### src/rtl/decode_latch.sv
// IF/ID boundary register with the taken-branch redirect sequencer for the 3-stage pipe.
// Squashes PENALTY wrong-path slots per branch and keeps a saturating bubble counter.
module decode_latch #(
  parameter logic [31:0] NOP_INSTR = 32'h0000_0013,
  parameter int unsigned PENALTY   = 2,
  parameter int unsigned CNT_W     = 16
) (
  input  logic             clk,
  input  logic             reset,
  input  logic [31:0]      if_pc,
  input  logic [31:0]      if_instr,
  input  logic             stall,
  input  logic             branch_taken,
  input  logic [31:0]      branch_target,
  output logic [31:0]      id_pc,
  output logic [31:0]      id_instr,
  output logic             id_valid,
  output logic             redirect,
  output logic [31:0]      redirect_pc,
  output logic [1:0]       redirect_cnt,
  output logic [CNT_W-1:0] bubble_count
);

  typedef enum logic {RUN, SQUASH} state_t;

  localparam logic [1:0] PEN = 2'(PENALTY);

  state_t           state;
  logic [CNT_W-1:0] bubble_inc;

  always_comb begin
    bubble_inc = bubble_count;
    if (!(&bubble_count))
      bubble_inc = bubble_count + 1'b1;
  end

  always_ff @(posedge clk) begin
    if (!reset) begin
      state        <= RUN;
      id_pc        <= '0;
      id_instr     <= NOP_INSTR;
      id_valid     <= 1'b0;
      redirect     <= 1'b0;
      redirect_pc  <= '0;
      redirect_cnt <= '0;
      bubble_count <= '0;
    end else if (!stall) begin
      case (state)
        RUN: begin
          id_pc <= if_pc;
          if (branch_taken) begin
            redirect     <= 1'b1;
            redirect_pc  <= branch_target;
            redirect_cnt <= PEN;
            id_instr     <= NOP_INSTR;
            id_valid     <= 1'b0;
            bubble_count <= bubble_inc;
            state        <= SQUASH;
          end else begin
            id_instr     <= if_instr;
            id_valid     <= 1'b1;
            redirect     <= 1'b0;
            redirect_cnt <= '0;
          end
        end
        SQUASH: begin
          // branch_taken is deliberately not looked at here: EX holds a bubble.
          redirect <= 1'b0;
          id_pc    <= if_pc;
          if (redirect_cnt > 2'd1) begin
            redirect_cnt <= redirect_cnt - 2'd1;
            id_instr     <= NOP_INSTR;
            id_valid     <= 1'b0;
            bubble_count <= bubble_inc;
          end else begin
            // Count of 0 can only occur with an illegal PENALTY; clamp instead of wrapping.
            redirect_cnt <= (redirect_cnt != 2'd0) ? redirect_cnt - 2'd1 : 2'd0;
            id_instr     <= if_instr;
            id_valid     <= 1'b1;
            state        <= RUN;
          end
        end
        default: state <= RUN;
      endcase
    end
  end

endmodule

### config.mk
export PLATFORM = sky130hd
export DESIGN_NAME = decode_latch
export DESIGN_NICKNAME = d
export VERILOG_FILES = /design/src/rtl/decode_latch.sv
export SDC_FILE = /design/constraint.sdc
export NUM_CORES = 1
export LEC_CHECK = 0
export ABC_CLOCK_PERIOD_IN_PS = 4500
export CAP_MARGIN = 40
export CELL_PAD_IN_SITES_DETAIL_PLACEMENT = 0
export CELL_PAD_IN_SITES_GLOBAL_PLACEMENT = 1
export CORE_UTILIZATION = 32
export CTS_BUF_LIST = sky130_fd_sc_hd__clkbuf_8
export DETAILED_ROUTE_END_ITERATION = 16
export PLACE_DENSITY = 0.86
export SLEW_MARGIN = 10
export SYNTH_ARGS = -nofsm -noshare
export SYNTH_HDL_FRONTEND = slang
export SYNTH_SLANG_ARGS = --single-unit
### constraint.sdc
create_clock -name clk -period 4.5 [get_ports clk]
set_input_delay 1.125 -clock clk [delete_from_list [all_inputs] [get_ports clk]]
set_output_delay 1.125 -clock clk [all_outputs]
set_load 0.05 [all_outputs]
* Word level (Yosys, flattened, before mapping)
Cells that the tools add are included.
** Operators by class
- $add $sub $neg :: 2
- Multipliers :: 0
- Div/mod/pow operators :: 0
- Magnitude comparators :: 1
- Equal/unequal tests :: 2
- Shift operators :: 0
- Muxes and demuxes :: 18
- Bitwise gates (word level) :: 2
- Reductions and logical operators :: 4
** Operator list (number)
- 2-to-1 mux 32 bit :: 2
- one-hot mux 32 bit (2 select lines) :: 1
- 2-to-1 mux 16 bit :: 3
- one-hot mux 16 bit (2 select lines) :: 1
- adder 16 x 1 -> 16 bit, second input constant :: 1
- AND reduction 16 bit :: 1
- 2-to-1 mux 2 bit :: 3
- one-hot mux 1 bit (2 select lines) :: 3
- AND reduction 3 bit :: 2
- 2-to-1 mux 1 bit :: 4
- one-hot mux 2 bit (2 select lines) :: 1
- greater-than comparator 2 x 1 -> 1 bit, second input constant :: 1
- inequality test 2 x 1 -> 1 bit, second input constant :: 1
- inequality test 2 bit, second input constant :: 1
- inverter 1 bit :: 2
- nonzero test 2 bit :: 1
- subtractor 2 x 1 -> 2 bit, second input constant :: 1
** Storage, ports and cells
- Bits in registers :: 117
- Bits in latches :: 0
- Memory bits (writable) :: 0
- Memory bits (read-only) :: 0
- Output and inout port bits :: 116
- Logic and storage cells :: 37
- Memories :: 0

* Depth between registers and ports, before layout
- Word-level depth :: 4
- Gate-level depth with buffers :: 7

* Worst setup path before layout
Ideal clock, no wire load.
- Path type :: input to register
- Start point :: in stall
- End point :: reg bubble_count[9]
- Arrival :: 2385 ps
- Slack :: 2045 ps
- Stages :: 6
- Path buffers :: 2
- Cells stage by stage :: clkbuf_8 inv_1 clkbuf_1 nand4_1 or4_1 a21oi_1
** Between the ends
- Longest elaborated chain between the ends :: 2
** RTL lines
- from (decl) :: line 12 : input logic stall,
- inverter 1 bit (no line)
- AND reduction 3 bit (no line)
- to (signal assigned) :: line 57 : bubble_count <= bubble_inc;
- to (signal assigned) :: line 74 : bubble_count <= bubble_inc;
- to (decl) :: line 21 : output logic [CNT_W-1:0] bubble_count
No other way between the ends.
A chain may end at the register's enable or synchronous reset.

* Worst setup path after layout
- Start point :: reg bubble_count[9]
- End point :: out bubble_count[9]
No word-level cell between the ends.

==> results.toml <==
[synth]
synth_common_cells = "117 x dfxtp_1, 84 x nand2_1, 67 x nor2_1"
syn_nets = 578
synth_top_cell_by_area = "dfxtp_1"
syn_area_per_cell_um2 = 9.10
yosysSeqAreaShare_pct = 54.0
async_flop_share_pct = 0
yosys.cell_types.count = 38
ys_top_cells_by_area = "dfxtp_1 54%, mux2i_1 9.2%, nand2_1 7.3%"
synth_edf_count = 0
synth_cells = 477
synthFlopType = "dfxtp_1"
ys_ff_latch = 117
syn_area_mm2 = 0.00434
synth_most_common_cell = "dfxtp_1"
synth_top_area_share_pct = 54.0
ys_warn_count = 0

[power_and_ir_drop]
vdd_drop_max_mv = 0.212
p_leak_nw = 2.61
power-per-cell-area_mw_per_mm2 = 348

[setup_path]
path_buf_inv = 1
path_cells = "clkdlybuf4s50_1"
startpoint_type = "register"
endpoint_kind = "output port"
reg2reg_to = "bubble_count[14]"
cp_max_fo = 8
max_stage_delay_ns = 0.86
cp_slowest_cell = "clkdlybuf4s50_1"
crit_arrival_ns = 1.76
worst-path-stages = 1
critPathKind = "reg2out"
critPathRequiredTime_ns = 3.38
reg2reg_depth = 5
r2r_slack_ns = 2.42
critPathLaunch = "bubble_count[9]"
r2r-start = "bubble_count[0]"
path_delay_family = "buffers and inverters"
endpoint = "bubble_count[9]"

[clock_tree]
cts.repair.resized = 0
postCtsSetupRepairBufs = 0
cts_hold_buf = 0
clock_sinks = 117
cts_buffer_depth = 2
cts_root_buf = "clkbuf_8"
cts_tree = "yes"
cts_made_buffers = 17
clk_latency_ns = 0.43
htree_num_levels = 4
clk_pin_slew_worst_paths_ns = 0.06

[detailed_routing]
drc_errors = 0
post_drt_wl_per_cell_um = 14.1
drt_pass1_iterations = 4
initialDrtViolationCount = 159
vias = 4189
wirelength_um = 12300
antenna_left = 0
vias_per_cell = 4.81

[floorplanning]
initial_core_util_pct = 32.8
core_area_mm2 = 0.0132
die-area_mm2 = 0.0140
fp.dieH_um = 118
pin_count = 216
die-width_um = 118
num_rows = 42

[timing]
fin_setup_tns_ns = 0
tightest_slew_ns = 0.818
slew_headroom_pct = 45.4
setup_viol = 0
rsz0062_at_grt = "false"
hold_violations = 0
drv_slew = 0
layout_setup_ws_ns = 1.62
fmax_mhz = 347
clock_skew_ns = 0.00577
period_share_pct = 64.1
fin_crit_ns = 2.88

[grt]
antenna_found_initial = 0
grt_overflow = 0
grt_pass1_wl_um = 19600
grt_max_degree = 105
grt_usage_pct = 17.7
grt_pass1_vias = 4073

[outcome]
status = "finished clean"

[layout]
fillCellCount = 1238
area_growth_pct = 59.9
drive_above_1_share_pct = 5.04
layout.nets = 784
antenna_cells = 0

[run]
max_cap_violations = 0

[placed_design]
pre_cts_slack_ns = 1.45
gp_congestion = 0.825
dp_hpwl_um = 8440
portBuffers = 215

[min_path]
min_path_type = "reg2reg"
cell usage in the layout (no fill, tap or decap), types with 2 or more instances in the layout:
cell and count:
dfxtp_1 117, o41ai_1 2, nor4_1 3, inv_1 12
clkbuf_8 19, and3_1 2, nand2b_1 8, and4_1 2
nand3_1 6, a22oi_1 29, nor3_1 4, o211ai_1 2
or3_1 2, or4_1 3, o31ai_1 4, o22ai_1 3
nor2_1 66, mux2i_1 40, o21ai_0 3, buf_4 4
nand2_1 84, a21oi_1 41, clkinv_2 4, clkdlybuf4s50_1 214
nand4_1 4
flip-flops by register name, indices dropped and copies added (netlist names):
| register | flops |
|---|---|
| redirect | 1 |
| redirect_cnt | 2 |
| state | 1 |
| id_pc | 32 |
| bubble_count | 16 |
| redirect_pc | 32 |
| id_valid | 1 |
| id_instr | 32 |
metrics by stage:
step	power [mW]	std cells	cell area, um^2	hold slack [ns]	util, %
4_1_cts	2.45	871	6940	0.456	52.4
3_3_place_gp	1.60	839	6590	0.442	49.7
2_1_floorplan	1.40	477	4340	0.496	-
5_1_grt	2.53	871	6940	0.474	52.4
6_report	2.42	871	6940	0.453	52.4
3_5_place_dp	1.61	840	6600	0.447	49.9
area by class of cell:
class	count	area (um^2)	area share, %
Timing Repair Buffer	220	2190	31.6
Multi-Input combinational cell	321	1810	26.1
Tap cell	176	220	3.17
Clock inverter	12	76.3	1.10
Clock buffer	19	262	3.77
Inverter	6	36.3	0.523
Sequential cell	117	2340	33.7
kinds of logic after synthesis:
group / after synthesis / share of synthesized area (%)
adder cells (fa/ha/maj): 1 / 0.288
multiplexers: 41 / 9.49
flip-flops: 117 / 54.0
AO/OA/AOI/OAI: 88 / 12.7
AND/OR/NAND/NOR: 191 / 19.2
buffers and inverters: 39 / 4.33
power breakdown:
part | switching [mW] | internal, mW | leakage, nW
registers | 0.0265 | 1.08 | 0.957
clock network | 0.390 | 0.443 | 0.204
logic | 0.277 | 0.197 | 1.45
routing by layer:
metal  vias up  global-route usage (%)  wire, um
li1       2054                       -         -
met1      1958                    20.5      5160
met2       165                    28.1      5730
met3        12                    8.78      1240
met4         0                    6.49       147
met5         -                       0         0
worst min-delay path by stage:
stage | from | end | slack, ns | cells past startpoint
after global placement | redirect_pc[8] | redirect_pc[8] | 0.44 | 2
after detailed placement | redirect_pc[19] | redirect_pc[19] | 0.45 | 2
final | redirect_pc[9] | redirect_pc[9] | 0.45 | 2
after floorplan | state | redirect_cnt[0] | 0.50 | 2
after CTS | redirect_pc[17] | redirect_pc[17] | 0.46 | 2
after global routing | redirect_pc[4] | redirect_pc[4] | 0.47 | 2
Note: power is estimated with default switching activity, not from simulation.
